==> src/rtl/flag_period_monitor.sv <==
// Health monitor for a periodic single-bit flag: measures rise-to-rise interval,
// checks it against an expected period, tracks lock, counts bad intervals and missing pulses.
module flag_period_monitor #(
    parameter int unsigned CNT_W      = 32,
    parameter int unsigned EXP_PERIOD = 50_000_000,
    parameter int unsigned TOL        = 2,
    parameter int unsigned LOCK_N     = 4,
    parameter int unsigned TIMEOUT    = 100_000_000
) (
    input  logic             sys_clk,
    input  logic             sys_rst_n,
    input  logic             din,
    input  logic             err_clr,
    output logic [CNT_W-1:0] period,
    output logic             period_vld,
    output logic             locked,
    output logic [15:0]      err_cnt,
    output logic             timeout
);

    // state  | meaning
    // IDLE   | waiting for an arming rise, nothing measured yet
    // MEAS   | measuring, fewer than LOCK_N consecutive good intervals
    // LOCKED | LOCK_N good intervals seen, no bad one since
    typedef enum logic [1:0] {IDLE, MEAS, LOCKED} state_t;

    localparam int unsigned GW = (LOCK_N < 2) ? 1 : $clog2(LOCK_N);
    localparam logic [GW-1:0] LOCK_M1 = GW'(LOCK_N - 1);

    // Bounds are compared one bit wider than the counter so EXP_PERIOD+TOL and
    // TIMEOUT+1 never wrap.
    localparam int unsigned   XW     = CNT_W + 1;
    localparam logic [XW-1:0] LO_B   = (TOL > EXP_PERIOD) ? '0 : XW'(EXP_PERIOD - TOL);
    localparam logic [XW-1:0] HI_B   = XW'(EXP_PERIOD) + XW'(TOL);
    localparam logic [XW-1:0] TO_LIM = XW'(TIMEOUT) + XW'(1);

    state_t           state;
    logic             din_q;
    logic             rise_q;
    logic [CNT_W-1:0] cnt;
    logic [GW-1:0]    good_cnt;
    logic [XW-1:0]    cnt_x;
    logic             in_tol;
    logic             to_hit;
    logic             bad_hit;

    assign cnt_x   = {1'b0, cnt};
    assign in_tol  = (cnt_x >= LO_B) && (cnt_x <= HI_B);
    assign to_hit  = (state != IDLE) && (cnt_x >= TO_LIM);
    assign bad_hit = (state != IDLE) && rise_q && !to_hit && !in_tol;

    always_ff @(posedge sys_clk or negedge sys_rst_n) begin
        if (!sys_rst_n) begin
            state      <= IDLE;
            din_q      <= 1'b0;
            rise_q     <= 1'b0;
            cnt        <= '0;
            good_cnt   <= '0;
            period     <= '0;
            period_vld <= 1'b0;
            locked     <= 1'b0;
            err_cnt    <= '0;
            timeout    <= 1'b0;
        end else begin
            din_q      <= din;
            rise_q     <= din & ~din_q;
            period_vld <= 1'b0;
            timeout    <= 1'b0;

            // cnt holds the interval length at the edge the next rise is processed
            if (rise_q)
                cnt <= CNT_W'(1);
            else if (cnt != {CNT_W{1'b1}})
                cnt <= cnt + CNT_W'(1);

            if (err_clr)
                err_cnt <= '0;
            else if (bad_hit && (err_cnt != 16'hFFFF))
                err_cnt <= err_cnt + 16'd1;

            case (state)
                IDLE: begin
                    if (rise_q)
                        state <= MEAS;
                end
                MEAS: begin
                    if (to_hit) begin
                        timeout  <= 1'b1;
                        locked   <= 1'b0;
                        good_cnt <= '0;
                        state    <= rise_q ? MEAS : IDLE;
                    end else if (rise_q) begin
                        period_vld <= 1'b1;
                        period     <= cnt;
                        if (!in_tol) begin
                            good_cnt <= '0;
                        end else if (good_cnt == LOCK_M1) begin
                            good_cnt <= '0;
                            locked   <= 1'b1;
                            state    <= LOCKED;
                        end else begin
                            good_cnt <= good_cnt + GW'(1);
                        end
                    end
                end
                LOCKED: begin
                    if (to_hit) begin
                        timeout  <= 1'b1;
                        locked   <= 1'b0;
                        good_cnt <= '0;
                        state    <= rise_q ? MEAS : IDLE;
                    end else if (rise_q) begin
                        period_vld <= 1'b1;
                        period     <= cnt;
                        if (!in_tol) begin
                            good_cnt <= '0;
                            locked   <= 1'b0;
                            state    <= MEAS;
                        end
                    end
                end
                default: state <= IDLE;
            endcase
        end
    end

endmodule
==> config.mk <==
export PLATFORM = sky130hd
export DESIGN_NAME = flag_period_monitor
export DESIGN_NICKNAME = d
export VERILOG_FILES = /design/src/rtl/flag_period_monitor.sv
export SDC_FILE = /design/constraint.sdc
export NUM_CORES = 1
export LEC_CHECK = 0
export BUFFER_PORTS_ARGS = -buffer_cell sky130_fd_sc_hd__buf_4
export CORE_MARGIN = 5
export CORE_UTILIZATION = 35
export CTS_CLUSTER_DIAMETER = 50
export DETAILED_ROUTE_END_ITERATION = 10
export SYNTH_ARGS = -nofsm -noshare
export SYNTH_HDL_FRONTEND = slang
export SYNTH_SLANG_ARGS = --single-unit
==> constraint.sdc <==
create_clock -name sys_clk -period 3.5 [get_ports sys_clk]
set_input_delay 0.175 -clock sys_clk [delete_from_list [all_inputs] [get_ports sys_clk]]
set_output_delay 0.175 -clock sys_clk [all_outputs]
set_load 0.05 [all_outputs]
==> summary.md <==
| Metric | Value |
|---|---|
| Drt pass-1 iters | `4` |
| Max-slew violation count | `0` |
| Final net count | `511` |
| Worst EP arrival | `3280 ps` |
| Setup crit start kind | `register` |
| CTS Hold Bufs | `2` |
| CTS resizes | `0` |
| EDFF count, synth | `0` |
| WL/cell | `15.3 um` |
| Slew margin rel. | `0.440` |
| Residual DRC | `0` |
| Placed insts | `660` |
| Post-Place Worst Slack | `516 ps` |
| Seq/Total Area, Yosys | `0.470` |
| Share of the synthesized area in the top cell type | `0.470` |
| Vias per std cell | `5.14` |
| Largest net degree at the start of global routing | `65` |
| Area leader, netlist | `dfrtp_1` |
| GPL Wtd Cong | `0.806` |
| Status | `finished, final reports clean` |
| Max FO, Critical Path | `26` |
| Slew @ Worst Pin | `839 ps` |
| Post-Syn Instances | `449` |
| Syn Nets | `463` |
| Total track usage | `0.135` |
| RSZ-0062 raised after global routing | `false` |
| Vias in the first global route | `3452` |
| Ports | `55` |
| Synth top area cells | `dfrtp_1 47%, mux2_4 9.2%, nor2_1 4.4%` |
| Clock Sink Count | `89` |
| Syn_area_per_cell | `10.5 um^2` |
| PwrDens | `487 nW/um^2` |
| Netlist cell types | `56` |
| Non-Filler Instances | `678` |
| Period utilization | `0.860` |
| Initial antenna violation count | `0` |
| Synth warn | `0` |
| Setup bufs post-CTS | `0` |
| # rows | `42` |
| Max Cap Viol | `0` |
| Critical Path End Type | `register` |
| Final worst-path setup slack | `488 ps` |
| Clock transition at path regs | `60 ps` |
| Crit Path Category | `reg2reg` |
| Final hold violation count | `0` |
| Vias | `3483` |
| I/O Buffers | `54` |
| #FFs+latches synth | `89` |
| Max Fclk | `332 MHz` |
| Clk_skew | `8.93 ps` |
| Primary FF master, synth | `dfrtp_1` |
| Antenna Nets Post-Route | `0` |
| Worst-Skew Late Latency | `340 ps` |
| Starting Density | `0.358` |
| Congestion Overflow GR | `0` |
| Worst Hold Class | `in2reg` |
| Final min period | `3010 ps` |
| Layout cells sized above 1 | `0.235` |
| LEAKAGE | `2.50 nW` |
| Width of the die | `126 um` |
| Ys async rst share | `1.00` |
| Post-route setup TNS | `0 ps` |
| Most frequent cells in the layout | `89 x dfrtp_1, 56 x buf_4, 55 x nor2_1` |
| Die area | `16000 um^2` |
| Die Y | `126 um` |
| Most common cell after layout, fill and taps aside | `dfrtp_1` |
| Num CTS Buffers | `9` |
| Synth-to-layout area growth | `18.5%` |
| WL final | `10.4 mm` |
| TritonCTS clock tree | `done` |
| Post-DP HPWL | `7.24 mm` |
| First-pass GRT wire length | `17.6 mm` |
| Number of fill cells | `1270` |
| Root buf cell | `clkbuf_16` |
| Synth Cell Area | `4730 um^2` |
| Max H-tree Level | `3` |
| Clock tree buffer depth | `2` |
| Final setup fails | `0` |
| Total inserted antenna cells | `0` |
| Initial detailed-routing violation count | `235` |
| WP data required | `3770 ps` |
| Max VDD drop | `0.360 mV` |
| Core box area | `13200 um^2` |
logic make-up (layout without fill, tap and decap cells):
group	count (synthesis)	after routing	share of synthesized area
XOR/XNOR	31	31	0.0573
flip-flops	89	89	0.470
multiplexers	36	36	0.108
buffers and inverters	36	89	0.0375
AND/OR/NAND/NOR	190	190	0.216
adder cells (fa/ha/maj)	10	10	0.0264
AO/OA/AOI/OAI	57	57	0.0846
cells in the mapped netlist (all sizes together) (10+ instances only):
master,n
inv,14
or4,16
mux2,33
dfrtp,89
nand2,31
ha,10
nand4,13
xnor2,20
clkbuf,15
nor2,56
nor3,17
a21oi,18
nand3,22
xor2,11
o31ai,16
stage by stage:
| stage | total power, mW | hold WS, ps | area (um^2) | utilization |
|---|---|---|---|---|
| 3_3_place_gp | 1.73 | 292 | 5280 | 0.398 |
| 2_1_floorplan | 1.60 | -121 | 4730 | - |
| 6_report | 2.73 | 127 | 5610 | 0.424 |
| 4_1_cts | 2.78 | 112 | 5610 | 0.424 |
| 3_5_place_dp | 1.74 | 295 | 5280 | 0.398 |
| 5_1_grt | 2.87 | 131 | 5610 | 0.424 |
metal layers:
metal / GRT usage / share of wire / wire (um)
met5: 0 / 0 / 0
met4: 0.0498 / 0.018 / 187
met3: 0.0319 / 0.036 / 374
met2: 0.207 / 0.46 / 4720
met1: 0.185 / 0.49 / 5070
worst max-delay path, stage by stage, from the launching register on:
cell and delay, ps:
dfrtp_1 500, inv_1 120, ha_1 190, or3b_2 470, o31ai_4 180, a22oi_2 120, nor4_4 280, nand2_2 320
or4_1 580, a21oi_1 170
area by class of cell:
cell class | instances | area (um^2) | share of cell area
well taps | 176 | 220 | 0.0392
flip-flops and latches | 89 | 2230 | 0.397
inverters | 14 | 52.6 | 0.00936
multi-input cells | 324 | 2330 | 0.416
clock inverters | 3 | 46.3 | 0.00825
repair buffers | 59 | 460 | 0.0821
clock buffers | 13 | 270 | 0.0482
where the power goes:
part	total, mW	switching (mW)	internal, mW
registers	1.16	0.0781	1.09
logic	0.558	0.350	0.208
clock network	1.01	0.398	0.615
state kept, by name (all words and copies together), names as in the netlist:
signal and cells:
period 32, state 2, period_vld 1, good_cnt 2, timeout 1, cnt 32, locked 1, err_cnt 16
din_q 1, rise_q 1
worst paths after layout:
| check | depth (start not counted) | slack [ps] | endpoint | startpoint |
|---|---|---|---|---|
| min in group asynchronous | 2 | 470 | period_vld$_DFF_PN0_ | sys_rst_n |
| setup reg to reg | 9 | 490 | err_cnt[9]$_DFFE_PN0P_ | cnt[1]$_DFFE_PN0P_ |
| max in group asynchronous | 3 | 2140 | period[28]$_DFFE_PN0P_ | sys_rst_n |
| hold / removal | 2 | 130 | err_cnt[12]$_DFFE_PN0P_ | err_clr |
| hold reg to reg | 1 | 390 | rise_q$_DFF_PN0_ | din_q$_DFF_PN0_ |
| setup / recovery | 9 | 490 | err_cnt[9]$_DFFE_PN0P_ | cnt[1]$_DFFE_PN0P_ |
Note: power is estimated with default switching activity, not from simulation.
